## src/rtl/miriscv_lsu.sv

```systemverilog
// Load-store unit: issues data-memory requests for decoder memory micro-ops,
// stalls the core until the access completes and returns extended load data.
module miriscv_lsu #(
    parameter int unsigned TIMEOUT = 0
) (
    input  logic        clk_i,
    input  logic        rst_i,
    input  logic        lsu_req_i,
    input  logic        lsu_we_i,
    input  logic [2:0]  lsu_size_i,
    input  logic [31:0] lsu_addr_i,
    input  logic [31:0] lsu_data_i,
    output logic [31:0] lsu_data_o,
    output logic        lsu_stall_req_o,
    output logic        lsu_err_o,
    output logic        data_req_o,
    output logic        data_we_o,
    output logic [3:0]  data_be_o,
    output logic [31:0] data_addr_o,
    output logic [31:0] data_wdata_o,
    input  logic        data_gnt_i,
    input  logic        data_rvalid_i,
    input  logic [31:0] data_rdata_i
);

    typedef enum logic [1:0] {IDLE, REQ, WAIT, DONE} state_e;

    localparam bit          TO_EN   = (TIMEOUT != 0);
    localparam logic [15:0] TO_LAST = 16'(TIMEOUT - 1);

    state_e      state_q, state_d;
    logic [31:0] lsu_data_q, lsu_data_d;
    logic [15:0] cnt_q, cnt_d;
    logic        to_err_q, to_err_d;

    logic        size_ok, misaligned, bad_access, issue, timeout_hit;
    logic [3:0]  be;
    logic [31:0] wdata;
    logic [7:0]  ld_byte;
    logic [15:0] ld_half;
    logic [31:0] ld_data;

    always_comb begin
        size_ok = 1'b0;
        case (lsu_size_i)
            3'b000, 3'b001, 3'b010: size_ok = 1'b1;
            3'b100, 3'b101:         size_ok = !lsu_we_i;
            default:                size_ok = 1'b0;
        endcase
    end

    assign misaligned = ((lsu_size_i[1:0] == 2'b01) && lsu_addr_i[0]) ||
                        ((lsu_size_i[1:0] == 2'b10) && (lsu_addr_i[1:0] != 2'b00));
    assign bad_access = !size_ok || misaligned;
    assign issue      = (state_q == IDLE) && lsu_req_i && !bad_access;
    assign timeout_hit = TO_EN && (cnt_q == TO_LAST);

    always_comb begin
        be    = 4'b1111;
        wdata = lsu_data_i;
        case (lsu_size_i[1:0])
            2'b00: begin
                be    = 4'b0001 << lsu_addr_i[1:0];
                wdata = {4{lsu_data_i[7:0]}};
            end
            2'b01: begin
                be    = 4'b0011 << {lsu_addr_i[1], 1'b0};
                wdata = {2{lsu_data_i[15:0]}};
            end
            default: ;
        endcase
    end

    assign ld_byte = data_rdata_i[{lsu_addr_i[1:0], 3'b000} +: 8];
    assign ld_half = data_rdata_i[{lsu_addr_i[1], 4'b0000} +: 16];

    always_comb begin
        case (lsu_size_i)
            3'b000:  ld_data = {{24{ld_byte[7]}}, ld_byte};
            3'b001:  ld_data = {{16{ld_half[15]}}, ld_half};
            3'b100:  ld_data = {24'd0, ld_byte};
            3'b101:  ld_data = {16'd0, ld_half};
            default: ld_data = data_rdata_i;
        endcase
    end

    // The counter spans REQ and WAIT together; a response in the last
    // allowed WAIT cycle still completes, a grant in the last REQ cycle does not.
    always_comb begin
        state_d    = state_q;
        lsu_data_d = lsu_data_q;
        cnt_d      = cnt_q;
        to_err_d   = 1'b0;
        case (state_q)
            IDLE: begin
                if (issue) begin
                    state_d = data_gnt_i ? WAIT : REQ;
                    cnt_d   = '0;
                end
            end
            REQ: begin
                cnt_d = cnt_q + 16'd1;
                if (timeout_hit) begin
                    state_d  = DONE;
                    to_err_d = 1'b1;
                end else if (data_gnt_i) begin
                    state_d = WAIT;
                end
            end
            WAIT: begin
                cnt_d = cnt_q + 16'd1;
                if (data_rvalid_i) begin
                    state_d = DONE;
                    if (!lsu_we_i) lsu_data_d = ld_data;
                end else if (timeout_hit) begin
                    state_d  = DONE;
                    to_err_d = 1'b1;
                end
            end
            DONE:    state_d = IDLE;
            default: state_d = IDLE;
        endcase
    end

    always_ff @(posedge clk_i) begin
        if (rst_i) begin
            state_q    <= IDLE;
            lsu_data_q <= '0;
            cnt_q      <= '0;
            to_err_q   <= 1'b0;
        end else begin
            state_q    <= state_d;
            lsu_data_q <= lsu_data_d;
            cnt_q      <= cnt_d;
            to_err_q   <= to_err_d;
        end
    end

    assign lsu_data_o      = lsu_data_q;
    assign lsu_stall_req_o = lsu_req_i && (state_q != DONE) && !bad_access;
    assign lsu_err_o       = ((state_q == IDLE) && lsu_req_i && bad_access) ||
                             ((state_q == DONE) && to_err_q);
    assign data_req_o      = issue || (state_q == REQ);
    assign data_we_o       = lsu_req_i && lsu_we_i;
    assign data_be_o       = lsu_req_i ? be : '0;
    assign data_addr_o     = lsu_req_i ? {lsu_addr_i[31:2], 2'b00} : '0;
    assign data_wdata_o    = lsu_req_i ? wdata : '0;

endmodule

```

## config.mk

```make
export PLATFORM = sky130hd
export DESIGN_NAME = miriscv_lsu
export DESIGN_NICKNAME = d
export VERILOG_FILES = /design/src/rtl/miriscv_lsu.sv
export SDC_FILE = /design/constraint.sdc
export NUM_CORES = 1
export LEC_CHECK = 0
export CAP_MARGIN = 20
export CELL_PAD_IN_SITES_DETAIL_PLACEMENT = 0
export CELL_PAD_IN_SITES_GLOBAL_PLACEMENT = 1
export CORE_MARGIN = 1.5
export CORE_UTILIZATION = 35
export DETAILED_ROUTE_END_ITERATION = 10
export DONT_BUFFER_PORTS = 1
export GPL_TIMING_DRIVEN = 0
export PLACE_DENSITY_LB_ADDON = 0.1
export SLEW_MARGIN = 20
export SYNTH_ARGS = -nofsm -noshare
export SYNTH_HDL_FRONTEND = slang
export SYNTH_SLANG_ARGS = --single-unit
```

## constraint.sdc

```tcl
create_clock -name clk_i -period 1.8 [get_ports clk_i]
set_clock_uncertainty 0.2 [all_clocks]
set_input_delay 0.27 -clock clk_i [delete_from_list [all_inputs] [get_ports clk_i]]
set_output_delay 0.27 -clock clk_i [all_outputs]
set_load 0.02 [all_outputs]
```

==> results of run 1 <==
==> layout by cell type (no fill, tap or decap), types with 5 or more instances in the layout <==
master	instances
a21boi_2	8
nor2b_1	9
a211oi_1	17
clkbuf_1	14
a311oi_1	6
buf_4	13
a211oi_2	5
buf_6	6
o21ai_1	5
o21ai_0	5
nand2_1	62
mux2_2	8
dfxtp_1	32
a221oi_1	6
nand3b_1	5
clkbuf_8	7
mux2i_1	19
nor2_1	26
dlygate4sd3_1	17
and2_1	40
o211a_1	8
a21oi_1	5
==> worst min-delay path by stage <==
stage / endpoint / slack [ns]
4_1_cts: lsu_data_o[9] / 0.03
3_5_place_dp: lsu_data_o[24] / 0.23
6_report: lsu_data_o[12] / 0.0009
3_3_place_gp: lsu_data_o[31] / 0.23
5_1_grt: lsu_data_o[11] / 0.003
2_1_floorplan: lsu_data_o[31] / 0.22
==> state kept, by name, summed over array words and instances, names as in the netlist <==
name,flops
lsu_data_o,32
state_q,2
==> final cells by class <==
type                       instances  area (sq um)  area share
inverter                           6          25.0     0.00722
buffer                            33           219      0.0632
multi-input combinational        288          2070       0.598
timing repair buffer              25           246      0.0711
clock inverter                     1          5.00     0.00144
sequential                        34           686       0.198
tap                              102           128      0.0368
clock buffer                       7          86.3      0.0249
==> what timing repair did <==
| item | CTS | global route |
|---|---|---|
| endpoints found under the hold margin | 17 | 0 |
| setup buffers | 7 | 1 |
| gates cloned | 0 | 1 |
| hold buffers | 17 | 0 |
| pin swaps | 8 | 16 |
| endpoints found under the setup margin | 57 | 54 |
| gates resized for setup | 40 | 33 |
==> power groups by stage <==
| stage | Sequential [mW] | Clock [mW] | Combinational (mW) |
|---|---|---|---|
| floorplan | 0.991 | 0 | 0.785 |
| global placement | 1.01 | 0 | 0.932 |
| detailed placement | 1.01 | 0 | 0.945 |
| CTS | 1.00 | 0.604 | 1.08 |
| global route | 1.02 | 0.643 | 1.29 |
| finish | 1.01 | 0.591 | 1.18 |
==> through the flow <==
stage	hold WS (ns)	instances	TNS, ns	instance area (sq um)
6_report	0.000905	496	0	3470
5_1_grt	0.00319	496	-0.386	3470
4_1_cts	0.0320	494	-0.00487	3340
3_5_place_dp	0.229	463	-10.55	2890
3_3_place_gp	0.227	463	-10.46	2890
2_1_floorplan	0.220	361	0	2760
==> layer usage <==
metal	global-route usage	part of all wire
met5	0	0
met4	0.0872	0.024
met3	0.0620	0.076
met2	0.437	0.50
met1	0.293	0.40
==> kinds of logic after synthesis <==
logic type | count (synthesis)
AOI/OAI and AO/OA | 88
other | 1
muxes | 28
DFF | 34
adders and majority gates | 5
buffers and inverters | 40
and+or+nand+nor | 164
==> reports/qor.yml, run 1 <==
setup_ws_ns: 0.0261
syn_to_final_growth_pct: 26.2
synth-edff-count: 0
place_ws_ns: -0.343
grt_pass1_wl_um: 15900
cts_root_buf: "clkbuf_8"
tritoncts: "yes"
comb_power_share: 0.425
reg2regPathDepth: 6
worstSkewPairLatency_ns: 0.28
num-nets-final: 503
path_clk_slew_ns: 0.07
cp.depth: 4
ys_warn_count: 0
synth-seq-cells: 34
p_sw_mw: 1.13
startpoint: "lsu_size_i[0]"
drt-total-wl_um: 10800
p_seq_frac: 0.363
whs_path_depth: 2
post-route-period-util: 0.986
yosysMostFrequentCell: "nand2_1"
fillCellCount: 783
track_usage: 0.249
synth_adder_area_share: 0.0228
slew_headroom: 0.574
dr_total_vias: 2816
cts.path.max_buffers: 2
synth_area_leader_cell: "dfxtp_1"
rr_startpoint: "state_q[1]"
numClockSinks: 34
die_h_um: 91.6
synth-seq-area-share: 0.248
grt_max_degree: 11
antennaDiodeCount: 0
yosys-top-cells-count: "nand2_1, and2_1, dfxtp_1"
cts_buffers: 5
critical_path_class: "input port to output port"
layout-drive-gt1-share: 0.226
portBuffers: 0
syn_area_sq_mm: 0.00275
required_ns: 1.33
drt_iter0_markers: 113
crit_fanout: 9
worst_pin_slew_ns: 0.639
synth_cells: 360
dp_hpwl_um: 8390
ios: 209
synthSimpleGateAreaFrac: 0.296
clock.fmax_mhz: 564
viasPerCell: 5.68
hp-class: "input port to flop"
path_cells: "buf_4 > a221oi_4 > o21ai_1 > nor2_2"
maxSlewViolCount: 0
synth.distinct_cells: 43
arrival_ns: 1.30
dieArea_sq_mm: 0.00839
rrSetupSlack_ns: 0.03
p_leak_nw: 1.33
clkPwrFrac: 0.213
synth_top_family_by_area: "simple AND/OR/NAND/NOR gates"
antenna_found_initial: 0
drcViolationCount: 0
h-tree-depth: 2
swShare: 0.407
setup_viol: 0
hold_start: "data_rdata_i[12]"
grt_pass1_vias: 2863
initial_core_util: 0.359
yosys_most_used_dff: "dfxtp_1"
ys_top_cells_by_area: "dfxtp_1, and2_1, nand2_1"
crit_buf_inv: 1
cp-endpoint: "lsu_stall_req_o"
core_sq_mm: 0.00765
ant_nets: 0
finalHoldViolCount: 0
synth_area_per_cell_sq_um: 7.63
synth_top_area_share: 0.248
wl_per_cell_um: 21.8
rows: 32
fin_crit_ns: 1.77
async_flop_share: 0
synth_xor_area_frac: 0
dr.pass1.iters: 4
ir_worst_vdd_uv: 345
gr-total-overflow: 0
rsz0062_at_grt: "yes"
cp_top_family: "compound AO/OA/AOI/OAI gates"
pwr_density_cell_mw_per_mm2: 803
slowest_delay_ns: 0.37
status: "finished, final reports clean"
fin_util: 0.453
cp_slowest_cell: "a221oi_4"
worst_r2r_endpoint: "state_q[1]"
gp_congestion: 0.817
power.internal_mw: 1.65
p_total_mw: 2.78
muxShareOfSynthArea: 0.110
cp-start-kind: "input port"
die_x_um: 91.6
synth_compound_area_frac: 0.251
crit_path_end_kind: "output port"
max_cap_viol_count: 0
(Power assumes the default switching activity.)
==> inputs of run 2 (changes only) <==
--- a/config.mk
+++ b/config.mk
@@ -8,13 +8,14 @@
 export CAP_MARGIN = 20
 export CELL_PAD_IN_SITES_DETAIL_PLACEMENT = 0
 export CELL_PAD_IN_SITES_GLOBAL_PLACEMENT = 1
+export CORE_ASPECT_RATIO = 0.5
 export CORE_MARGIN = 1.5
 export CORE_UTILIZATION = 35
 export DETAILED_ROUTE_END_ITERATION = 10
 export DONT_BUFFER_PORTS = 1
 export GPL_TIMING_DRIVEN = 0
 export PLACE_DENSITY_LB_ADDON = 0.1
-export SLEW_MARGIN = 20
+export SLEW_MARGIN = 0
 export SYNTH_ARGS = -nofsm -noshare
 export SYNTH_HDL_FRONTEND = slang
 export SYNTH_SLANG_ARGS = --single-unit
==> reports/qor.yml, run 2 (synthesis gave the netlist of run 1 again) <==
die_x_um: 128
path_cells: "buf_2 > buf_6 > nor2_4 > nand2_1 > a21boi_2"
initial_core_util: 0.368
antenna_found_initial: 0
crit_fanout: 10
rrSetupSlack_ns: 0.04
portBuffers: 0
startpoint: "lsu_size_i[1]"
critical_path_class: "input port to output port"
gp_congestion: 0.870
tns_ns: 0
layout-drive-gt1-share: 0.221
rsz0062_at_grt: "yes"
fillCellCount: 764
ant_nets: 0
rows: 22
dieArea_sq_mm: 0.00842
hp-class: "input port to flop"
numClockSinks: 34
slowest_delay_ns: 0.28
clock.fmax_mhz: 568
fin_crit_ns: 1.76
layout.cells.non_filler: 502
die_h_um: 65.7
dp_hpwl_um: 8750
drt-total-wl_um: 11100
drcViolationCount: 0
fin_hold_ws_ns: 0.0279
max_cap_viol_count: 0
dp.cells: 469
post-route-period-util: 0.979
status: "finished, final reports clean"
core_sq_mm: 0.00746
p_total_mw: 3.05
tritoncts: "yes"
worstSkewPairLatency_ns: 0.27
slew_headroom: 0.606
h-tree-depth: 2
ios: 209
dr_total_vias: 2811
grt_max_degree: 11
crit_path_end_kind: "output port"
mostFrequentLayoutCells: "nand2_1, and2_1, dfxtp_1, nor2_1"
num-nets-final: 503
p_leak_nw: 1.39
grt_pass1_vias: 2841
wl_per_cell_um: 22.1
worst_r2r_endpoint: "lsu_data_o[0]"
cp-start-kind: "input port"
cts.path.max_buffers: 2
antennaDiodeCount: 0
rr_startpoint: "state_q[0]"
cp_slowest_cell: "a21boi_2"
place_ws_ns: -0.330
gr-total-overflow: 0
pwr_density_cell_mw_per_mm2: 867
syn_to_final_growth_pct: 28.2
cp_top_family: "buffers and inverters"
grt_pass1_wl_um: 16100
crit_buf_inv: 2
setup_viol: 0
required_ns: 1.33
fin_util: 0.472
layout_commonest_cell: "nand2_1"
arrival_ns: 1.29
dr.pass1.iters: 4
whs_path_depth: 2
final_area_sq_mm: 0.00352
viasPerCell: 5.60
cts_buffers: 5
drt_iter0_markers: 136
reg2regPathDepth: 5
cts_root_buf: "clkbuf_16"
ir_worst_vdd_uv: 422
largest_reg_flops: 32
setup_ws_ns: 0.0382
maxSlewViolCount: 0
cp.depth: 5
finalHoldViolCount: 0
path_clk_slew_ns: 0.05
worst_pin_slew_ns: 0.591
track_usage: 0.254
placed_cell_area_sq_mm: 0.00290
cp-endpoint: "data_wdata_o[14]"
run 2: cell types whose count changed in the layout (fill, tap and decap cells not counted), moves of 3 or more:
cell       change
a21boi_2       -3
o21ai_1        -3
o21ai_2        -3
o21ai_0        +6
a21boi_4       +3
clkbuf_16      +5
clkbuf_8       -6
run 2: per-layer routing:
metal | vias up | GRT usage | share of wire
met5 | - | 0 | 0
met4 | 0 | 0.0449 | 0.0066
met3 | 8 | 0.0928 | 0.11
met2 | 122 | 0.464 | 0.50
met1 | 1351 | 0.289 | 0.39
li1 | 1330 | - | -
run 2: cell type report:
type                            instances  area [sq um]  area share
Timing Repair Buffer                   26           251      0.0714
Tap cell                              108           135      0.0384
Multi-Input combinational cell        287          2060       0.584
Inverter                                6          27.5     0.00782
Sequential cell                        34           688       0.195
Buffer                                 33           215      0.0611
Clock buffer                            7           143      0.0405
Clock inverter                          1          5.00     0.00142
run 2: worst reg2reg max path: stages, from the launching register on:
cell,delay (ns)
dfxtp_4,0.35
inv_4,0.07
ha_4,0.13
nand3b_1,0.22
or4_1,0.59
a21oi_1,0.13
run 2: repair_timing:
item                                    in CTS  in global routing
resized for setup                           38                 32
endpoints found under the setup margin      63                 55
endpoints found under the hold margin       16                  0
pin swaps                                    6                  9
hold buffers                                16                  0
buffers inserted                             8                  2
run 2: worst min path at each step:
| stage | startpoint | end | slack (ns) |
|---|---|---|---|
| finish | data_rdata_i[2] | lsu_data_o[2] | 0.03 |
| global route | data_rdata_i[2] | lsu_data_o[2] | 0.04 |
| CTS | data_gnt_i | state_q[0] | 0.01 |
| detailed placement | data_rdata_i[31] | lsu_data_o[31] | 0.23 |
| global placement | data_rdata_i[19] | lsu_data_o[19] | 0.23 |
| floorplan | data_rdata_i[31] | lsu_data_o[31] | 0.22 |
run 2: power by group:
group          leakage [nW]  internal [mW]  switching, mW  total (mW)
combinational          1.04          0.480          0.683        1.16
clock                0.0739          0.549          0.319       0.868
sequential            0.277          0.858          0.164        1.02
==> inputs of run 3 (changes only) <==
--- a/config.mk
+++ b/config.mk
@@ -5,12 +5,11 @@
 export SDC_FILE = /design/constraint.sdc
 export NUM_CORES = 1
 export LEC_CHECK = 0
-export CAP_MARGIN = 20
 export CELL_PAD_IN_SITES_DETAIL_PLACEMENT = 0
 export CELL_PAD_IN_SITES_GLOBAL_PLACEMENT = 1
 export CORE_ASPECT_RATIO = 0.5
 export CORE_MARGIN = 1.5
-export CORE_UTILIZATION = 35
+export CORE_UTILIZATION = 42
 export DETAILED_ROUTE_END_ITERATION = 10
 export DONT_BUFFER_PORTS = 1
 export GPL_TIMING_DRIVEN = 0
==> constraint.sdc (replaced) <==
create_clock -name clk_i -period 1.7 [get_ports clk_i]
set_clock_uncertainty 0.2 [all_clocks]
set_input_delay 0.255 -clock clk_i [delete_from_list [all_inputs] [get_ports clk_i]]
set_output_delay 0.255 -clock clk_i [all_outputs]
set_load 0.02 [all_outputs]
==> reports/qor.yml, run 3 (synthesis gave the netlist of run 1 again) <==
largest_reg_flops: 32
path_clk_slew_ns: 0.06
setup_ws_ns: -0.0742
grt_pass1_vias: 2942
tns_ns: -1.36
h-tree-depth: 2
fin_crit_ns: 1.77
ir_worst_vdd_uv: 647
mostFrequentLayoutCells: "nand2_1, and2_1, dfxtp_1, nor2_1, dlygate4sd3_1"
rows: 20
path_cells: "inv_4 > ha_4 > inv_4 > nor3b_4 > buf_12 > o31a_4 > buf_6 > a211oi_2"
critical_path_class: "flop to flop"
dieArea_sq_mm: 0.00707
numClockSinks: 34
worst_pin_slew_ns: 0.719
tritoncts: "yes"
maxSlewViolCount: 0
arrival_ns: 1.71
cts.path.max_buffers: 2
layout.cells.non_filler: 497
pwr_density_cell_mw_per_mm2: 944
status: "complete, but fails checks"
slew_headroom: 0.521
num-nets-final: 519
cpMostUsedCell: "inv_4"
dr_total_vias: 2956
placed_cell_area_sq_mm: 0.00291
die_x_um: 117
setup_viol: 27
layout-drive-gt1-share: 0.303
rrSetupSlack_ns: -0.07
violations: "negative setup slack"
die_h_um: 60.2
post-route-period-util: 1.04
antennaDiodeCount: 0
cp-start-kind: "flop"
p_leak_nw: 1.53
drt-total-wl_um: 10900
required_ns: 1.64
core_sq_mm: 0.00618
drcViolationCount: 0
antenna_found_initial: 0
viasPerCell: 5.95
grt_pass1_wl_um: 16000
crit_path_end_kind: "flop"
initial_core_util: 0.445
grt_max_degree: 11
slowest_delay_ns: 0.35
track_usage: 0.291
dp.cells: 449
drt_iter0_markers: 138
crit_fanout: 5
cp_slowest_cell: "dfxtp_4"
dp_hpwl_um: 7790
final_area_sq_mm: 0.00392
clock.fmax_mhz: 564
worstSkewPairLatency_ns: 0.28
rsz0062_at_grt: "yes"
cts_buffers: 5
fin_util: 0.634
ios: 209
gr-total-overflow: 0
finalHoldViolCount: 0
gp_congestion: 0.859
layout_commonest_cell: "nand2_1"
cts_root_buf: "clkbuf_16"
wl_per_cell_um: 22.0
syn_to_final_growth_pct: 42.7
portBuffers: 0
p_total_mw: 3.70
reg2regPathDepth: 8
max_cap_viol_count: 0
whs_path_depth: 2
dr.pass1.iters: 4
ant_nets: 0
hp-class: "input port to flop"
-- run 3: final timing paths --
kind / from / to
worst max-delay path: state_q[0] / lsu_data_o[30]
worst min-delay path: data_rdata_i[4] / lsu_data_o[4]
worst max register to register: state_q[0] / lsu_data_o[30]
worst min register to register: lsu_data_o[1] / lsu_data_o[1]
-- run 3: critical path: cells and delay by family (launching register included) --
family / cells / cell delay [ns]
buf+inv: 4 / 0.42
compound gates: 2 / 0.26
fa+ha+maj: 1 / 0.16
simple gates: 1 / 0.24
flops: 1 / 0.35
-- run 3: power by group --
group | leakage, nW | switching [mW] | internal, mW
combinational | 1.17 | 0.867 | 0.703
clock | 0.0829 | 0.336 | 0.723
sequential | 0.276 | 0.170 | 0.904
total | 1.53 | 1.37 | 2.33
-- run 3: what timing repair did --
action | 4_1_cts | 5_1_grt
setup endpoints to repair | 65 | 53
pin swaps | 21 | 19
cloned | 3 | 1
hold buffers | 23 | 0
gates resized for setup | 84 | 29
buffers inserted | 11 | 5
hold endpoints to repair | 23 | 0
-- run 3: stage by stage --
step / hold WS [ns] / setup slack [ns]
finish: 0.0155 / -0.0742
global route: 0.00974 / -0.121
CTS: 0.0102 / -0.0482
detailed placement: 0.214 / -0.385
global placement: 0.212 / -0.401
floorplan: 0.205 / -0.0357
-- run 3: cell type report --
| class | count | area (sq um) |
|---|---|---|
| buffer | 33 | 241 |
| clock buffer | 6 | 139 |
| clock inverter | 1 | 30.0 |
| fill | 543 | 2260 |
| inverter | 6 | 32.5 |
| multi-input combinational | 288 | 2260 |
| sequential | 34 | 686 |
| tap | 88 | 110 |
| timing repair buffer | 41 | 427 |
-- run 3: per-layer routing --
layer	share of wire	vias up	wire, um	global-route usage
li1	-	1355	-	-
met2	0.51	126	5520	0.539
met5	0	-	0	0
met3	0.080	16	879	0.0658
met4	0.017	0	183	0.0917
met1	0.40	1459	4340	0.345
